`config.mk`:
```
export PLATFORM = sky130hd
export DESIGN_NAME = jtl_pulse_monitor
export DESIGN_NICKNAME = d
export VERILOG_FILES = /design/src/rtl/jtl_pulse_monitor.sv
export SDC_FILE = /design/constraint.sdc
export NUM_CORES = 1
export LEC_CHECK = 0
export ABC_CLOCK_PERIOD_IN_PS = 8200
export CAP_MARGIN = 15
export CELL_PAD_IN_SITES_DETAIL_PLACEMENT = 0
export CELL_PAD_IN_SITES_GLOBAL_PLACEMENT = 2
export CORE_MARGIN = 2
export CORE_UTILIZATION = 38
export CTS_CLUSTER_SIZE = 30
export DETAILED_ROUTE_END_ITERATION = 6
export PLACE_DENSITY = 0.81
export REMOVE_ABC_BUFFERS = 1
export SLEW_MARGIN = 10
export SYNTH_ARGS = -nofsm -noshare
export SYNTH_HDL_FRONTEND = slang
export SYNTH_SLANG_ARGS = --single-unit
```
`constraint.sdc`:
```
create_clock -name clk -period 8.2 [get_ports clk]
set_clock_uncertainty 0.1 [all_clocks]
set_input_delay 1.64 -clock clk [delete_from_list [all_inputs] [get_ports clk]]
set_output_delay 1.64 -clock clk [all_outputs]
set_load 0.005 [all_outputs]
```
`src/rtl/jtl_pulse_monitor.sv`:
```
// JTL pulse monitor: pairs every transition on the stimulus line with the next
// transition on the JTL output line and measures the delay between them.
// Pending stimulus timestamps wait in a small FIFO. Pulses that are matched
// too early, pending pulses that age out, unmatched output pulses and FIFO
// overflow each raise a sticky error flag.
module jtl_pulse_monitor #(
    parameter int DEPTH   = 4,
    parameter int TS_W    = 8,
    parameter int CNT_W   = 16,
    parameter int MIN_DLY = 1,
    parameter int MAX_DLY = 8
) (
    input  logic             clk,
    input  logic             rst,
    input  logic             clr,
    input  logic             in,
    input  logic             out,
    output logic [CNT_W-1:0] pulse_cnt,
    output logic [TS_W-1:0]  last_dly,
    output logic             dly_valid,
    output logic             err_early,
    output logic             err_late,
    output logic             err_spurious,
    output logic             err_overflow,
    output logic             busy
);

    localparam int PTR_W = $clog2(DEPTH);
    localparam int OCC_W = PTR_W + 1;

    typedef enum logic [1:0] {S_IDLE, S_TRACK, S_FAULT} state_t;

    state_t            state_q, state_d;
    logic [TS_W-1:0]   fifo_q [DEPTH];
    logic [PTR_W-1:0]  rd_ptr_q, rd_ptr_d, wr_ptr_q, wr_ptr_d;
    logic [OCC_W-1:0]  occ_q, occ_d, pop_cnt;
    logic [TS_W-1:0]   timer_q;
    logic              prev_in_q, prev_out_q;
    logic [CNT_W-1:0]  pulse_cnt_q, pulse_cnt_d, cnt_base;
    logic [TS_W-1:0]   last_dly_q;
    logic              dly_valid_q;
    logic              err_early_q, err_late_q, err_spurious_q, err_overflow_q;
    logic              err_early_d, err_late_d, err_spurious_d, err_overflow_d;
    logic              busy_q;

    logic              in_pulse, out_pulse, late_drop, match_avail, match;
    logic              spurious, early, full, push, overflow;
    logic [TS_W-1:0]   head_ts, next_ts, head_age, match_dly;

    // Pulse detection, late discard, matching and FIFO bookkeeping for this cycle.
    always_comb begin
        // NOTE: every signal gets a value before any condition, so no latch is inferred.
        in_pulse    = in ^ prev_in_q;
        out_pulse   = out ^ prev_out_q;
        head_ts     = fifo_q[rd_ptr_q];
        next_ts     = fifo_q[rd_ptr_q + PTR_W'(1)];
        head_age    = timer_q - head_ts;
        late_drop   = (occ_q != '0) && (head_age > TS_W'(MAX_DLY));
        // After a late discard the output pulse may still match the next entry.
        match_avail = late_drop ? (occ_q > OCC_W'(1)) : (occ_q != '0);
        match       = out_pulse && match_avail;
        spurious    = out_pulse && !match_avail;
        match_dly   = timer_q - (late_drop ? next_ts : head_ts);
        early       = match && (match_dly < TS_W'(MIN_DLY));
        full        = (occ_q == OCC_W'(DEPTH));
        // A pop in the same cycle frees the slot the push needs.
        push        = in_pulse && (!full || late_drop || match);
        overflow    = in_pulse && !push;
        pop_cnt     = OCC_W'(late_drop) + OCC_W'(match);
        occ_d       = occ_q - pop_cnt + OCC_W'(push);
        rd_ptr_d    = rd_ptr_q + PTR_W'(pop_cnt);
        wr_ptr_d    = wr_ptr_q + PTR_W'(push);

        // An error event in the same cycle as clr leaves the flag set.
        err_early_d    = (err_early_q    & ~clr) | early;
        err_late_d     = (err_late_q     & ~clr) | late_drop;
        err_spurious_d = (err_spurious_q & ~clr) | spurious;
        err_overflow_d = (err_overflow_q & ~clr) | overflow;

        cnt_base    = clr ? '0 : pulse_cnt_q;
        pulse_cnt_d = (match && (cnt_base != '1)) ? cnt_base + CNT_W'(1) : cnt_base;
    end

    // Controller next state: FAULT while any sticky flag is set, else by occupancy.
    always_comb begin
        state_d = state_q;
        if (err_early_d || err_late_d || err_spurious_d || err_overflow_d) begin
            state_d = S_FAULT;
        end else begin
            case (state_q)
                S_IDLE:  if (push)          state_d = S_TRACK;
                S_TRACK: if (occ_d == '0)   state_d = S_IDLE;
                default: state_d = (occ_d != '0) ? S_TRACK : S_IDLE;
            endcase
        end
    end

    // NOTE: the timestamp storage has no reset; occupancy and pointers decide validity.
    // Timestamp storage write port.
    always_ff @(posedge clk) begin
        if (!rst && push) begin
            fifo_q[wr_ptr_q] <= timer_q;
        end
    end

    // State registers; reset wins over clr and every pulse event.
    always_ff @(posedge clk) begin
        // NOTE: sequential state uses non-blocking assignments so all registers update together.
        if (rst) begin
            state_q        <= S_IDLE;
            rd_ptr_q       <= '0;
            wr_ptr_q       <= '0;
            occ_q          <= '0;
            timer_q        <= '0;
            prev_in_q      <= in;
            prev_out_q     <= out;
            pulse_cnt_q    <= '0;
            last_dly_q     <= '0;
            dly_valid_q    <= 1'b0;
            err_early_q    <= 1'b0;
            err_late_q     <= 1'b0;
            err_spurious_q <= 1'b0;
            err_overflow_q <= 1'b0;
            busy_q         <= 1'b0;
        end else begin
            state_q        <= state_d;
            rd_ptr_q       <= rd_ptr_d;
            wr_ptr_q       <= wr_ptr_d;
            occ_q          <= occ_d;
            timer_q        <= timer_q + TS_W'(1);
            prev_in_q      <= in;
            prev_out_q     <= out;
            pulse_cnt_q    <= pulse_cnt_d;
            if (match) begin
                last_dly_q <= match_dly;
            end
            dly_valid_q    <= match;
            err_early_q    <= err_early_d;
            err_late_q     <= err_late_d;
            err_spurious_q <= err_spurious_d;
            err_overflow_q <= err_overflow_d;
            busy_q         <= (occ_d != '0);
        end
    end

    assign pulse_cnt    = pulse_cnt_q;
    assign last_dly     = last_dly_q;
    assign dly_valid    = dly_valid_q;
    assign err_early    = err_early_q;
    assign err_late     = err_late_q;
    assign err_spurious = err_spurious_q;
    assign err_overflow = err_overflow_q;
    assign busy         = busy_q;

endmodule
```
==> reports/qor.txt, run 1 <==
EDFF count, synth = 32
Final worst setup slack = 1300 ps
Port Buffers = 34
Wire per inst = 17.5 µm
Crit Path Category = reg2reg
Yosys warns = 0
Vias in the first global route = 3,591
R2R Path Start = rd_ptr_q[1]$_SDFF_PP0_
First DRT Iteration DRCs = 199
Max Buffers Root-to-Sink = 2
Seq cells post-synth = 79
Cts bufs inserted = 9
NumNets Final = 506
Worst setup path start = rd_ptr_q[1]$_SDFF_PP0_
PostCTS Resize Cnt = 0
Worst vdd ir = 201 µV
Initial core utilization = 38.9%
IO Count = 35
P_int = 0.00105 W
Largest net degree at the start of global routing = 43
Pleak = 1.91 nW
Outcome = finished clean
Worst R2R Setup Slack = 1300 ps
Worst-path clk slew = 70 ps
Synth cell types = 66
Vias per cell = 5.61
Hold Crit Class = reg2reg
Clock Latency Late Sink = 350 ps
Fmax achieved = 145 MHz
Placed cell count = 608
Rel. slew slack = 40.3%
Sink Count = 79
Pre-CTS WS = 1430 ps
Switching pwr = 0.000674 W
Req. time, crit path = 8390 ps
Synth-to-layout area growth = 18.8%
Std-Cell Core Area = 0.0114 mm²
Minimum clock period = 6900 ps
Initial antenna violation count = 0
RR Endpoint = err_early$_SDFF_PP0_
DRC Markers = 0
Clk pwr share = 24.6%
Syn Area/Cell = 10.2 µm²
Comb power frac = 46.3%
Chip width = 112 µm
Final std cells w/o fill = 624
Main synth FF type = dfxtp_1
Inserted Diodes = 0
Worst reg2reg path depth = 23
Global-route wire length before repair = 18.1 mm
Total grt overflow = 0
FP Rows = 39
Area share of the largest cell type after synthesis = 21.6%
Synth Cell Area = 0.00444 mm²
DP HPWL = 7.81 mm
Final Cycle Share = 84.1%
Worst setup EP type = register
CP startpoint kind = register
RSZ-0062 raised after global routing = no
Sw Ratio = 39.1%
Gpl congestion = 0.855
Worst-path fanout max = 19
Total number of vias = 3,501
Hold Fails Final Rpt = 0
PwrDens = 327 mW/mm²
Arrival @ worst endpoint = 7080 ps
Number of hold buffers added after cts = 0
Max Slew Vio Count = 0
Postcts setup bufs = 0
Final setup TNS = 0 ps
Die Area = 0.0126 mm²
CTS tree = built
Post-Synthesis Cells = 437
Ys async rst share = 0%
H-tree Lvls = 3
DRT antenna net count = 0
Total Wirelength = 10.9 mm
DR pass1 iterations = 4
Setup crit end = err_early$_SDFF_PP0_
Final setup violation count = 0
Clock Tree Root = clkbuf_16
Max Cap Viol = 0
Sequential share of the synthesized area = 42.8%
Die height = 112 µm
Synth top area cells = edfxtp_1 (22%), dfxtp_1 (21%), ha_1 (6.2%)
Slew @ Worst Pin = 887 ps
Yosys top cell by area = edfxtp_1
Layout cells sized above 1 = 9.77%
Sequential Power Share = 29.0%
GRT Total Usage = 18.4%
==> routing by layer <==
metal  GRT usage (%)  up-vias  wire length (µm)
li1                -     1735                 -
met2            29.2       72              4980
met4            9.51        0               389
met1            23.9     1666              5220
met3            3.83       28               338
met5               0        -                 0
==> Yosys cell counts (14+ instances only) <==
cell type,instances
dfxtp_1,47
nor2_1,42
edfxtp_1,32
ha_1,22
a21oi_1,20
nand2_1,18
mux2i_1,16
xor2_1,16
inv_1,15
nand3_1,14
==> worst min path at each step <==
| stage | start | end | cells after the start |
|---|---|---|---|
| floorplan | err_late$_SDFF_PP0_ | err_late$_SDFF_PP0_ | 2 |
| global placement | last_dly[5]$_SDFFE_PP0P_ | last_dly[5]$_SDFFE_PP0P_ | 2 |
| detailed placement | last_dly[2]$_SDFFE_PP0P_ | last_dly[2]$_SDFFE_PP0P_ | 2 |
| CTS | last_dly[2]$_SDFFE_PP0P_ | last_dly[2]$_SDFFE_PP0P_ | 2 |
| global route | err_late$_SDFF_PP0_ | err_late$_SDFF_PP0_ | 2 |
| finish | last_dly[2]$_SDFFE_PP0P_ | last_dly[2]$_SDFFE_PP0P_ | 2 |
==> cell families (layout without fill, tap and decap cells) <==
kind of cell / after synthesis / in the layout / share of synthesized area, %
flops: 79 / 79 / 42.8
compound gates: 102 / 102 / 17.5
buf+inv: 32 / 76 / 2.82
simple gates: 144 / 144 / 17.1
fa+ha+maj: 25 / 25 / 7.55
xor+xnor: 30 / 30 / 6.26
mux: 25 / 25 / 5.95
==> worst max-delay path, stage by stage (launching register included) <==
cell       delay [ps]
dfxtp_1           720
buf_4             300
mux2_2            380
a21oi_1           270
fa_1              460
nor3b_1           380
o311ai_2          290
o31ai_4           260
buf_4             270
inv_2             190
nand2b_1          260
o221ai_1          170
a22oi_1           210
ha_1              200
inv_1              60
fa_1              400
a21o_1            190
a21oi_1           260
nand3b_1          170
nand4b_1           90
or4_1             460
a2111oi_0         400
o2111ai_1         190
nand3_1           120
==> state kept, by name, summed over array words and instances (netlist names) <==
name and flops:
prev_in_q 1, rd_ptr_q 2, err_late 1, wr_ptr_q 2, fifo_q 32, dly_valid 1
timer_q 8, err_early 1, err_overflow 1, occ_q 3, err_spurious 1, busy 1
pulse_cnt 16, prev_out_q 1, last_dly 8
==> cells in the final DEF, fill, tap and decap left out, drive strengths merged, types with 3 or more instances in the layout <==
cell type,n
nor2,42
clkbuf,9
edfxtp,32
nor3,8
mux2,8
o21ai,14
nand4,5
xnor2,14
inv,22
ha,22
xor2,16
o31ai,7
or4,3
a311oi,3
buf,9
a22o,5
nand3,14
o221ai,12
or3,13
clkdlybuf4s50,34
a21o,3
dfxtp,47
a21oi,20
nor2b,13
o21a,8
nand2b,3
and3,5
nor3b,4
or2,4
mux2i,17
fa,3
o31a,4
nand2,18
o2111ai,6
==> through the flow <==
step	utilization [%]	total power, W	hold WS (ps)	instance area, µm²
after detailed placement	43.5	0.00130	381	4960
after global placement	43.5	0.00129	376	4960
final	46.2	0.00172	398	5270
after floorplan	-	0.00108	355	4380
after CTS	46.2	0.00173	396	5270
after global routing	46.2	0.00185	424	5270
==> final cells by class <==
class,count,area (µm²)
multi-input combinational,326,2410
tap,143,179
fill,1107,6140
sequential,79,1900
inverter,17,63.8
clock buffer,9,225
timing repair buffer,43,408
clock inverter,7,83.8
==> power by group through the flow <==
stage          sequential, W  clock (W)  combinational [W]
2_1_floorplan       0.000508          0           0.000570
3_3_place_gp        0.000507          0           0.000783
3_5_place_dp        0.000508          0           0.000795
4_1_cts             0.000500   0.000433           0.000800
5_1_grt             0.000506   0.000450           0.000898
6_report            0.000500   0.000424           0.000798
No activity file was read; power rests on OpenSTA's default activity.
==> run 2, diff against run 1 <==
Settings changed: ABC_CLOCK_PERIOD_IN_PS 8200 to 6500.
Clock period 8.2 ns to 6.5 ns, I/O delays scaled along.
==> reports/qor.txt, run 2 (synthesis gave the netlist of run 1 again) <==
Number of flip-flops in the largest register = 32 (unchanged)
Hold Fails Final Rpt = 0 (unchanged)
Max Buffers Root-to-Sink = 2 (unchanged)
Worst-path clk slew = 60 ps (about the same)
DP HPWL = 7.86 mm (+0.59%)
Max Cap Viol = 0 (unchanged)
H-tree Lvls = 3 (unchanged)
DR pass1 iterations = 4 (unchanged)
Arrival @ worst endpoint = 6200 ps (-880 ps)
Final setup violation count = 0 (unchanged)
Most frequent cells in the layout = dfxtp_1 (46), nor2_1 (42), clkdlybuf4s50_1 (34)
Req. time, crit path = 6660 ps (-1730 ps)
GRT Total Usage = 18.3% (-0.17 points)
FP Rows = 39 (unchanged)
IO Count = 35 (unchanged)
Port Buffers = 34 (unchanged)
Worst setup EP type = register
Minimum clock period = 6040 ps (-850 ps)
First DRT Iteration DRCs = 199 (unchanged)
Top reg by flops = fifo_q
Wire per inst = 16.8 µm (-3.9%)
Sink Count = 79 (unchanged)
Sw Ratio = 38.3% (-0.81 points)
Final setup TNS = 0 ps (unchanged)
Hold Crit Class = reg2reg
Max Slew Vio Count = 0 (unchanged)
Pleak = 1.96 nW (+2.4%)
Fmax achieved = 165 MHz (+14%)
Synth-to-layout area growth = 20.5%
Largest net degree at the start of global routing = 43 (unchanged)
Worst reg2reg path depth = 24 (+4.3%)
Std-Cell Core Area = 0.0114 mm² (unchanged)
DRT antenna net count = 0 (unchanged)
CP Depth = 24 (+4.3%)
PwrDens = 399 mW/mm² (+22%)
Chip width = 112 µm (unchanged)
Inserted Diodes = 0 (unchanged)
Cts bufs inserted = 9 (unchanged)
Die height = 112 µm (unchanged)
Initial antenna violation count = 0 (unchanged)
Rel. slew slack = 40.5% (+0.14 points)
Die Area = 0.0126 mm² (unchanged)
Outcome = finished clean
Slowest-stage cell, CP = dfxtp_2
Clk pwr share = 21.6% (-3.0 points)
Clock Tree Root = clkbuf_16
NumNets Final = 518 (+2.4%)
Total number of vias = 3,474 (-0.77%)
Worst vdd ir = 203 µV (+1.1%)
Critical path's top delay family = compound AO/OA/AOI/OAI gates
Max incr delay on CP = 470 ps (-250 ps)
Comb power frac = 49.3% (+3.0 points)
Hold WS = 395 ps (-2.59 ps)
Worst-path fanout max = 18 (-1)
Sequential Power Share = 29.1% (about the same)
Worst-path cell chain = buf_4 > mux2i_1 > o21ai_0 > ha_1 > inv_1 > fa_1 > a31oi_1 > xor2_1 > o311ai_4 > o31ai_4 > inv_2 > buf_4 > or3_1 > o31ai_1 > a22o_1 > ha_1 > nor2b_1 > o31a_1 > o31a_1 > o21ai_0 > a21boi_0 > or2_2 > a31o_1 > a311oi_1
Crit Path Category = reg2reg
Switching pwr = 0.000818 W (+21%)
Clock Latency Late Sink = 350 ps (about the same)
Commonest non-fill, non-tap cell in the layout = dfxtp_1
Initial core utilization = 38.9% (unchanged)
Final Cycle Share = 93.0% (+8.9 points)
Total Wirelength = 10.7 mm (-2.1%)
Slew @ Worst Pin = 885 ps (-2.13 ps)
Vias in the first global route = 3,495 (-2.7%)
CTS tree = built
Vias per cell = 5.46 (-2.6%)
Total grt overflow = 0 (unchanged)
Global-route wire length before repair = 17.9 mm (-1.3%)
DRC Markers = 0 (unchanged)
Number of hold buffers added after cts = 0 (unchanged)
CP startpoint kind = register
Gpl congestion = 0.830 (-2.9%)
P_int = 0.00132 W (+26%)
Buf/Inv on CP = 4 (unchanged)
Layout cells sized above 1 = 12.2% (+2.4 points)
Hold-critical path depth = 2 (unchanged)
RSZ-0062 raised after global routing = no
==> run 2: power groups by stage <==
stage	registers (W)	logic [W]	clock network, W
6_report	0.000622	0.00105	0.000461
5_1_grt	0.000631	0.00118	0.000499
4_1_cts	0.000623	0.00103	0.000473
3_5_place_dp	0.000633	0.00103	0
3_3_place_gp	0.000632	0.00102	0
2_1_floorplan	0.000641	0.000719	0
==> run 2: metrics by stage <==
step                util [%]  setup slack [ps]  area (µm²)  power [W]  cells
floorplan                  -              49.8        4380    0.00136    422
finish                  46.9               455        5350    0.00214    636
detailed placement      44.1               135        5040    0.00166    618
CTS                     46.5               137        5310    0.00213    634
global placement        44.1               293        5040    0.00165    618
global route            46.9              23.2        5350    0.00231    636
==> run 2: layer usage <==
| layer | up-vias | routed length [µm] | track usage (%) |
|---|---|---|---|
| met5 | - | 0 | 0 |
| met2 | 59 | 4990 | 28.8 |
| met1 | 1648 | 5070 | 24.3 |
| met3 | 17 | 356 | 3.29 |
| met4 | 0 | 278 | 9.11 |
| li1 | 1750 | - | - |
==> run 2: timing repair <==
item | in CTS | in global routing
gates resized for setup | 0 | 6
endpoints found under the setup margin | 0 | 2
buffers inserted | 0 | 2
==> run 2: worst register-to-register path, cell delays in order, from the launching register on <==
cell      delay (ps)
dfxtp_2          470
buf_4            270
mux2i_1          100
o21ai_0          250
ha_1             230
inv_1             50
fa_1             400
a31oi_1          230
xor2_1           300
o311ai_4         220
o31ai_4          310
inv_2             70
buf_4            210
or3_1            330
o31ai_1           90
a22o_1           250
ha_1             240
nor2b_1          140
o31a_1           280
o31a_1           270
o21ai_0          200
a21boi_0         200
or2_2            340
a31o_1           190
a311oi_1         230
==> run 2: area by class of cell <==
type	instances	area [µm²]
inverters	17	63.8
fillers	1115	6070
clock inverters	4	21.3
multi-input cells	326	2440
flip-flops and latches	79	1900
repair buffers	55	498
well taps	143	179
clock buffers	12	246
==> run 2: worst paths after layout <==
path	slack [ps]	end	start
max reg2reg	460	last_dly[7]$_SDFFE_PP0P_	rd_ptr_q[1]$_SDFF_PP0_
max	460	last_dly[7]$_SDFFE_PP0P_	rd_ptr_q[1]$_SDFF_PP0_
min	400	last_dly[1]$_SDFFE_PP0P_	last_dly[1]$_SDFFE_PP0P_
min reg2reg	400	last_dly[1]$_SDFFE_PP0P_	last_dly[1]$_SDFFE_PP0P_
